--- src/rtl/fpu_addsub_sched_if.sv ---
// Requester and result-consumer bus of the add/sub scheduler.
// Two requesters share the request lanes; the result side is a valid/ready head.
interface fpu_addsub_sched_if;
    logic [1:0]  req_valid;
    logic [1:0]  req_ready;
    logic [1:0]  req_op;
    logic [63:0] req_a;
    logic [63:0] req_b;
    logic [9:0]  req_addr;
    logic        res_valid;
    logic        res_ready;
    logic [31:0] res_data;
    logic [4:0]  res_addr;
    logic        res_id;

    modport master (
        output req_valid, req_op, req_a, req_b, req_addr, res_ready,
        input  req_ready, res_valid, res_data, res_addr, res_id
    );

    modport slave (
        input  req_valid, req_op, req_a, req_b, req_addr, res_ready,
        output req_ready, res_valid, res_data, res_addr, res_id
    );
endinterface

--- src/rtl/fpu_addsub_sched.sv ---
// Two-requester scheduler for a fixed-latency FP subtract pipeline.
// Adds are issued as a - (-b). A shadow shift register tracks each issue
// so results are captured purely by timing; the pipeline's own return
// strobe/tag is only cross-checked. Credits cover in-flight ops plus
// buffered results, so the result FIFO can never overflow.
module fpu_addsub_sched #(
    parameter int LAT   = 2,
    parameter int DEPTH = 4
) (
    input  logic                clk,
    input  logic                rst,
    fpu_addsub_sched_if.slave   bus,
    output logic [31:0]         pu_adata,
    output logic [31:0]         pu_bdata,
    output logic                pu_flag,
    output logic [4:0]          pu_addr,
    input  logic [31:0]         pu_result,
    input  logic                pu_flag_ret,
    input  logic [4:0]          pu_addr_ret,
    output logic                err_mismatch
);
    localparam int CW = $clog2(DEPTH + 1);
    localparam int PW = (DEPTH > 1) ? $clog2(DEPTH) : 1;
    localparam logic [CW-1:0] CRED_MAX = CW'(DEPTH);
    localparam logic [PW-1:0] LAST     = PW'(DEPTH - 1);

    logic [CW-1:0]      credits;
    logic               rr_ptr;
    logic               gnt_id;
    logic               issue;
    logic               push;
    logic               pop;

    logic [LAT:1]       vld_pipe;
    logic [LAT:1]       id_pipe;
    logic [LAT:1][4:0]  addr_pipe;

    logic [31:0]        f_data [DEPTH];
    logic [4:0]         f_addr [DEPTH];
    logic               f_id   [DEPTH];
    logic [PW-1:0]      wr_ptr;
    logic [PW-1:0]      rd_ptr;
    logic [CW-1:0]      count;

    logic [31:0]        sel_a;
    logic [31:0]        sel_b;

    // Arbitration: lone requester wins, otherwise the round-robin pointer decides.
    always_comb begin
        gnt_id = 1'b0;
        case (bus.req_valid)
            2'b10:   gnt_id = 1'b1;
            2'b11:   gnt_id = rr_ptr;
            default: gnt_id = 1'b0;
        endcase
        issue         = !rst && (credits < CRED_MAX) && (|bus.req_valid);
        bus.req_ready = issue ? (2'b01 << gnt_id) : 2'b00;
    end

    // Pipeline drive: zero when idle; adds flip the sign of b.
    always_comb begin
        pu_flag  = issue;
        pu_adata = '0;
        pu_bdata = '0;
        pu_addr  = '0;
        sel_a    = gnt_id ? bus.req_a[63:32] : bus.req_a[31:0];
        sel_b    = gnt_id ? bus.req_b[63:32] : bus.req_b[31:0];
        if (issue) begin
            pu_adata = sel_a;
            pu_bdata = bus.req_op[gnt_id] ? sel_b : {~sel_b[31], sel_b[30:0]};
            pu_addr  = gnt_id ? bus.req_addr[9:5] : bus.req_addr[4:0];
        end
    end

    assign push = vld_pipe[LAT];
    assign pop  = bus.res_valid & bus.res_ready;

    // Credit counter and round-robin pointer.
    always_ff @(posedge clk or posedge rst) begin
        if (rst) begin
            credits <= '0;
            rr_ptr  <= 1'b0;
        end else begin
            if (issue && !pop)
                credits <= credits + CW'(1);
            else if (!issue && pop)
                credits <= credits - CW'(1);
            if (issue)
                rr_ptr <= ~gnt_id;
        end
    end

    // Shadow pipeline: {valid, id, addr} travels alongside each issued op.
    always_ff @(posedge clk or posedge rst) begin
        if (rst) begin
            vld_pipe  <= '0;
            id_pipe   <= '0;
            addr_pipe <= '0;
        end else begin
            vld_pipe[1]  <= issue;
            id_pipe[1]   <= gnt_id;
            addr_pipe[1] <= pu_addr;
            for (int i = 2; i <= LAT; i++) begin
                vld_pipe[i]  <= vld_pipe[i-1];
                id_pipe[i]   <= id_pipe[i-1];
                addr_pipe[i] <= addr_pipe[i-1];
            end
        end
    end

    // FIFO pointers and occupancy.
    always_ff @(posedge clk or posedge rst) begin
        if (rst) begin
            wr_ptr <= '0;
            rd_ptr <= '0;
            count  <= '0;
        end else begin
            if (push)
                wr_ptr <= (wr_ptr == LAST) ? '0 : wr_ptr + PW'(1);
            if (pop)
                rd_ptr <= (rd_ptr == LAST) ? '0 : rd_ptr + PW'(1);
            if (push && !pop)
                count <= count + CW'(1);
            else if (!push && pop)
                count <= count - CW'(1);
        end
    end

    // FIFO storage; contents are meaningless until pushed, so no reset.
    always_ff @(posedge clk) begin
        if (push) begin
            f_data[wr_ptr] <= pu_result;
            f_addr[wr_ptr] <= addr_pipe[LAT];
            f_id[wr_ptr]   <= id_pipe[LAT];
        end
    end

    assign bus.res_valid = (count != '0);
    assign bus.res_data  = f_data[rd_ptr];
    assign bus.res_addr  = f_addr[rd_ptr];
    assign bus.res_id    = f_id[rd_ptr];

    // Sticky flag: pipeline return disagrees with the shadow copy.
    always_ff @(posedge clk or posedge rst) begin
        if (rst)
            err_mismatch <= 1'b0;
        else if (vld_pipe[LAT] && (!pu_flag_ret || (pu_addr_ret != addr_pipe[LAT])))
            err_mismatch <= 1'b1;
    end
endmodule

--- src/flat_wrapper.sv ---
// flat-port wrapper written by rule: the top's interface ports become plain ports
module fpu_addsub_sched_flat 
#(
    parameter int LAT   = 2,
    parameter int DEPTH = 4
)
  (clk, rst, pu_adata, pu_bdata, pu_flag, pu_addr, pu_result, pu_flag_ret, pu_addr_ret, err_mismatch, bus_req_valid, bus_req_op, bus_req_a, bus_req_b, bus_req_addr, bus_res_ready, bus_req_ready, bus_res_valid, bus_res_data, bus_res_addr, bus_res_id);
  fpu_addsub_sched_if bus_i ();
  input  logic clk;
  input  logic rst;
  output logic [31:0] pu_adata;
  output logic [31:0] pu_bdata;
  output logic pu_flag;
  output logic [4:0] pu_addr;
  input  logic [31:0] pu_result;
  input  logic pu_flag_ret;
  input  logic [4:0] pu_addr_ret;
  output logic err_mismatch;
  input wire logic [$bits(bus_i.req_valid)-1:0] bus_req_valid;
  input wire logic [$bits(bus_i.req_op)-1:0] bus_req_op;
  input wire logic [$bits(bus_i.req_a)-1:0] bus_req_a;
  input wire logic [$bits(bus_i.req_b)-1:0] bus_req_b;
  input wire logic [$bits(bus_i.req_addr)-1:0] bus_req_addr;
  input wire logic [$bits(bus_i.res_ready)-1:0] bus_res_ready;
  output wire logic [$bits(bus_i.req_ready)-1:0] bus_req_ready;
  output wire logic [$bits(bus_i.res_valid)-1:0] bus_res_valid;
  output wire logic [$bits(bus_i.res_data)-1:0] bus_res_data;
  output wire logic [$bits(bus_i.res_addr)-1:0] bus_res_addr;
  output wire logic [$bits(bus_i.res_id)-1:0] bus_res_id;
  assign bus_i.req_valid = bus_req_valid;
  assign bus_i.req_op = bus_req_op;
  assign bus_i.req_a = bus_req_a;
  assign bus_i.req_b = bus_req_b;
  assign bus_i.req_addr = bus_req_addr;
  assign bus_i.res_ready = bus_res_ready;
  assign bus_req_ready = bus_i.req_ready;
  assign bus_res_valid = bus_i.res_valid;
  assign bus_res_data = bus_i.res_data;
  assign bus_res_addr = bus_i.res_addr;
  assign bus_res_id = bus_i.res_id;
  fpu_addsub_sched #(.LAT(LAT), .DEPTH(DEPTH)) u_core (.clk(clk), .rst(rst), .bus(bus_i), .pu_adata(pu_adata), .pu_bdata(pu_bdata), .pu_flag(pu_flag), .pu_addr(pu_addr), .pu_result(pu_result), .pu_flag_ret(pu_flag_ret), .pu_addr_ret(pu_addr_ret), .err_mismatch(err_mismatch));
endmodule
--- config.mk ---
export PLATFORM = sky130hd
export DESIGN_NAME = fpu_addsub_sched_flat
export DESIGN_NICKNAME = d
export VERILOG_FILES = /design/src/rtl/fpu_addsub_sched_if.sv /design/src/rtl/fpu_addsub_sched.sv /design/src/flat_wrapper.sv
export SDC_FILE = /design/constraint.sdc
export NUM_CORES = 1
export LEC_CHECK = 0
export ABC_AREA = 1
export CORE_MARGIN = 3
export CORE_UTILIZATION = 45
export CTS_BUF_LIST = sky130_fd_sc_hd__clkbuf_2
export DETAILED_ROUTE_END_ITERATION = 8
export GPL_TIMING_DRIVEN = 0
export PLACE_DENSITY = 0.82
export REMOVE_ABC_BUFFERS = 1
export SYNTH_ARGS = -nofsm -noshare
export SYNTH_HDL_FRONTEND = slang
export SYNTH_SLANG_ARGS = --single-unit
--- constraint.sdc ---
create_clock -name clk -period 2.3 [get_ports clk]
set_input_delay 0.575 -clock clk [delete_from_list [all_inputs] [get_ports clk]]
set_output_delay 0.575 -clock clk [all_outputs]
set_load 0.05 [all_outputs]
# Word-level counts from Yosys, hierarchy flattened
# Memory sizes are Yosys's and may differ from the RTL's.
# Index checks and enable logic that the tools add are counted.
[totals] rom_bits=0 ram_bits=152 input_bits=183 reg_bits=26 wordCells=66 n_memories=3 latchBits=0 out_inout_bits=112
[classes] magnitude_cmp=2 eq_ne=5 reduce_logical=17 shifts=1 addsub=6 div=0 n_mul=0 bitwise=3 mux=19
[mem_list] memory="u_core.f_data" depth=4 width=32 rd=1 rd_ports_with_merged_regs=0 wr=1 line="fpu_addsub_sched.sv:38" text="logic [31:0] f_data [DEPTH];"
[mem_list] memory="u_core.f_addr" depth=4 width=5 rd=1 rd_ports_with_merged_regs=0 wr=1 line="fpu_addsub_sched.sv:39" text="logic [4:0] f_addr [DEPTH];"
[mem_list] memory="u_core.f_id" depth=4 width=1 rd=1 rd_ports_with_merged_regs=0 wr=1 line="fpu_addsub_sched.sv:40" text="logic f_id [DEPTH];"
[op_table] op="32-bit 2-to-1 mux" count=5
[op_table] op="3-bit 2-to-1 mux" count=4
[op_table] op="5-bit 2-to-1 mux" count=2
[op_table] op="2-bit equality test, second input constant" count=4
[op_table] op="1-bit logical AND" count=7
[op_table] op="3-bit by 1-bit adder with 3-bit output, second input constant" count=2
[op_table] op="2-bit 2-to-1 mux" count=3
[op_table] op="3-bit by 1-bit subtractor with 3-bit output, second input constant" count=2
[op_table] op="1-bit zero test" count=5
[op_table] op="5-bit != test" count=1
[op_table] op="2-bit by 1-bit adder with 2-bit output, second input constant" count=2
[op_table] op="1-bit 2-to-1 mux" count=4
[op_table] op="2-bit nonzero test" count=2
[op_table] op="3-bit < comparator, second input constant" count=1
[op_table] op="3-bit nonzero test" count=1
[op_table] op="1-bit by 2-bit < comparator with 1-bit output, second input constant" count=1
[op_table] op="1-bit inverter" count=2
[op_table] op="1-bit case mux with 2 select lines" count=1
[op_table] op="2-bit OR reduction" count=1
[op_table] op="1-bit by 1-bit << shifter with 2-bit output, first input constant" count=1
[op_table] op="1-bit AND" count=1
[op_table] op="1-bit logical OR" count=1

# Depth between registers and ports, before layout
[depth] depth_word=7 ltp_mapped=10 depth_no_buf=10

# Worst setup path before layout
# OpenSTA, ideal clock, no wires.
[synth_timing] path_kind="input -> output" startpoint="input port rst" endpoint="output port pu_bdata[31]" required_ps=1725 setup_slack_ps=-309 path_buffers=0 arrival_time_ps=2034 cell_stages=5 path_cell_list="nor2_1 -> o21ai_2 -> inv_1 -> nand2_1 -> a21oi_1"
[synth_between] elab_chain_cells=4
[synth_rtl] element="start: declaration" line="flat_wrapper.sv:10" text="input logic rst;"
[synth_rtl] element="1-bit zero test (no line)"
[synth_rtl] element="1-bit logical AND (2 in a row)" line="fpu_addsub_sched.sv:56" text="issue = !rst && (credits < CRED_MAX) && (|bus.req_valid);"
[synth_rtl] element="via pu_flag" line="flat_wrapper.sv:13" text="output logic pu_flag;"
[synth_rtl] element="32-bit 2-to-1 mux" line="fpu_addsub_sched.sv:68" text="if (issue) begin"
[synth_rtl] element="end: declaration" line="flat_wrapper.sv:12" text="output logic [31:0] pu_bdata;"
# The timed path passes the listed nets, and every way through them passes these cells.

# Final worst setup path
[layout_timing] startpoint="register u_core.credits[2]" endpoint="output port pu_bdata[24]"
[layout_between] elab_chain_cells=4
[layout_rtl] element="start: declaration" line="fpu_addsub_sched.sv:27" text="logic [CW-1:0] credits;"
[layout_rtl] element="start signal: assignment" line="fpu_addsub_sched.sv:85" text="credits <= credits + CW'(1);"
[layout_rtl] element="start signal: assignment" line="fpu_addsub_sched.sv:87" text="credits <= credits - CW'(1);"
[layout_rtl] element="3-bit < comparator" line="fpu_addsub_sched.sv:56"
[layout_rtl] element="1-bit logical AND (2 in a row)" line="fpu_addsub_sched.sv:56"
[layout_rtl] element="32-bit 2-to-1 mux" line="fpu_addsub_sched.sv:68"
# No other way between the ends.

==> impl_metrics.tcl <==
set metrics [dict create \
    whs_ns 0.357 \
    n_antenna_cell 0 \
    rsz0062_at_grt "yes" \
    dieHeight_um 136 \
    pwr-share-comb 0.660 \
    p_clk_frac 0.092 \
    root_buffer "clkbuf_2" \
    nFillCells 671 \
    synthSimpleGateAreaFrac 0.162 \
    drive_gt1_frac 0.470 \
    synth_top_area_frac 0.602 \
    slew_viol_final 0 \
    route.detailed.wl_per_inst_um 25.7 \
    critPathKind "reg2out" \
    layout_setup_ws_ns -0.641 \
    critPathLaunchType "register" \
    ys_types 23 \
    hold_viol 0 \
    synth_area_leaders "edfxtp_1 60%, nand2_1 11%, dfrtp_1 8.6%" \
    synth_top_family_by_area "simple AND/OR/NAND/NOR gates" \
    syn_inst 706 \
    grt_usage 0.293 \
    switching_power_uw 8230 \
    syn-cell-area_mm2 0.00758 \
    muxShareOfSynthArea 0.00297 \
    powerDensity_mw_per_mm2 1220 \
    required_ns 1.73 \
    drv_cap 0 \
    drtIter0Drc 645 \
    yosys.area_share.adder 0.0168 \
    clk_pin_slew_worst_paths_ns 0.28 \
    layout_min_cycle_time_ns 2.94 \
    yosys_warnings 0 \
    routed_wl_um 34100 \
    core-area_mm2 0.0162 \
    nets 1290 \
    synth_compound_area_frac 0.0879 \
    p_sw_frac 0.473 \
    die_x_um 136 \
    synth_area_per_cell_um2 10.7 \
    synth_commonest_cells "232 x nand2_1, 152 x edfxtp_1, 90 x nor2_1" \
    pin_count 295 \
    drc_errors 0 \
    ant_nets 0 \
    htree_levels 4 \
    drt-vias-per-instance 5.65 \
    status "complete, but fails checks" \
    cts_buffers 17 \
    fin_util 0.880 \
    end_kind "output pin" \
    clk_latency_ns 0.77 \
    hold_path.class "in2reg" \
    synth_seq_cells 178 \
    cts_tree "yes" \
    path_max_fanout 6 \
    grt_pass1_wl_um 39800 \
    rows 46 \
    portBuffers 294 \
    ir_drop_uv 899 \
    synthXorXnorAreaFrac 0.00693 \
    tns_ns -56.36 \
    setup_viol 110 \
    period_share 1.28 \
    grt_max_degree 39 \
    antenna_found_initial 0 \
    place_congestion 0.864 \
    worst_slew_pin_slew_ns 1.02 \
    power_uw 17400 \
    synth_flop_cell "edfxtp_1" \
    first_global_vias 7016 \
    ys_seq_area_frac 0.688 \
    critical_path_arrival_ns 2.37 \
    fin_worst_skew_ns 0.0366 \
    start_util 0.469 \
    synth-edff-count 152 \
    dieArea_mm2 0.0184 \
    failed_checks "setup timing" \
    syn_to_final_growth_pct 87.7 \
    gr-total-overflow 0 \
    ctsHoldBuffers 0 \
    drtPass1Iterations 5 \
    cts.sinks 178 \
    pwr-share-seq 0.248 \
    yosysTopAreaCell "edfxtp_1" \
    hpwl_um 14900 \
    p_int_uw 9180 \
    async_flop_share 0.146 \
    post-synth-top-count-cell "nand2_1" \
    max_freq_mhz 340 \
    p_leak_uw 0.00578 \
    clockBufferDepth 2 \
    slew_headroom 0.318 \
    vias 7502 \
]
[sequential cells by signal (all words and copies together), names as in the netlist]
signal,cells
u_core.addr_pipe,10
u_core.f_id,4
u_core.rr_ptr,1
u_core.id_pipe,2
u_core.f_addr,20
u_core.count,3
u_core.rd_ptr,2
u_core.f_data,128
u_core.wr_ptr,2
u_core.err_mismatch,1
u_core.credits,3
u_core.vld_pipe,2
[cell families (layout without fill, tap and decap cells)]
family,after synthesis,count (layout)
adder cells (fa/ha/maj),9,9
XOR/XNOR,6,6
multiplexers,2,2
buffers and inverters,63,463
AO/OA/AOI/OAI,123,123
flip-flops,178,178
AND/OR/NAND/NOR,325,330
[cell type report]
| class | instances | area [um2] | area share |
|---|---|---|---|
| multi-input cells | 470 | 3420 | 0.241 |
| clock buffers | 17 | 85.1 | 0.00598 |
| inverters | 24 | 111 | 0.00782 |
| flip-flops and latches | 178 | 5220 | 0.367 |
| clock inverters | 15 | 149 | 0.0105 |
| well taps | 216 | 270 | 0.0190 |
| repair inverters | 4 | 47.5 | 0.00334 |
| repair buffers | 403 | 4930 | 0.346 |
[path summary, 6_finish.rpt]
kind / start / end / slack [ns] / cells after the start
setup reg to reg: u_core.credits[2]$_DFFE_PP0P_ / u_core.credits[2]$_DFFE_PP0P_ / 0.09 / 11
max in group asynchronous: rst / u_core.rd_ptr[1]$_DFFE_PP0P_ / 1.19 / 2
setup / recovery: u_core.credits[2]$_DFFE_PP0P_ / pu_bdata[24] / -0.64 / 8
hold / removal: bus_req_addr[0] / u_core.addr_pipe[0]$_DFF_PP0_ / 0.36 / 3
hold reg to reg: u_core.addr_pipe[3]$_DFF_PP0_ / u_core.addr_pipe[8]$_DFF_PP0_ / 0.38 / 0
min in group asynchronous: rst / u_core.count[2]$_DFFE_PP0P_ / 0.37 / 2
[layer usage]
metal  vias up  part of all wire  GRT usage
met1      3679              0.32      0.309
met3       120             0.072     0.0629
met2       499              0.56      0.573
met4         0             0.053     0.0985
li1       3204                 -          -
met5         -                 0          0
[stage by stage]
step / setup WS, ns / cell area (um2) / std cells
6_report: -0.641 / 14200 / 1327
3_5_place_dp: -1.95 / 10800 / 1183
5_1_grt: -0.735 / 14200 / 1327
3_3_place_gp: -3.59 / 10600 / 1177
4_1_cts: -0.613 / 12700 / 1306
2_1_floorplan: -1.43 / 7410 / 667
[cell usage in the layout (no fill, tap or decap), types with 16 or more instances in the layout]
cell,n
nor2_2,24
o22ai_2,24
o21ai_2,40
nand2_2,70
clkdlybuf4s50_1,182
buf_12,27
nor2_1,40
edfxtp_1,152
buf_4,44
nor2_4,33
nand2_4,48
buf_8,59
nand2_1,114
clkbuf_2,17
dfrtp_1,24
inv_1,16
buf_6,69
[worst max-delay path: stages (launching register included)]
cell       delay (ns)
dfrtp_1          0.46
nor2_2           0.13
o21ai_4          0.11
nor2_4           0.20
buf_12           0.18
clkbuf_16        0.18
nand2_1          0.08
nand2_1          0.11
buf_6            0.17
[power groups by stage]
stage          clock, uW  sequential (uW)  combinational (uW)
6_report            1600             4320               11500
5_1_grt             1720             4340               11800
3_3_place_gp           0             4500                6270
2_1_floorplan          0             4340                4090
4_1_cts             1530             4240                9640
3_5_place_dp           0             4390                6570
[timing repair]
action,in CTS,in global routing
setup buffers,68,16
setup endpoints to repair,113,112
pin swaps,83,101
gates resized for setup,903,405
gates cloned,24,9
hold endpoints to repair,0,0
(Power assumes the default switching activity.)
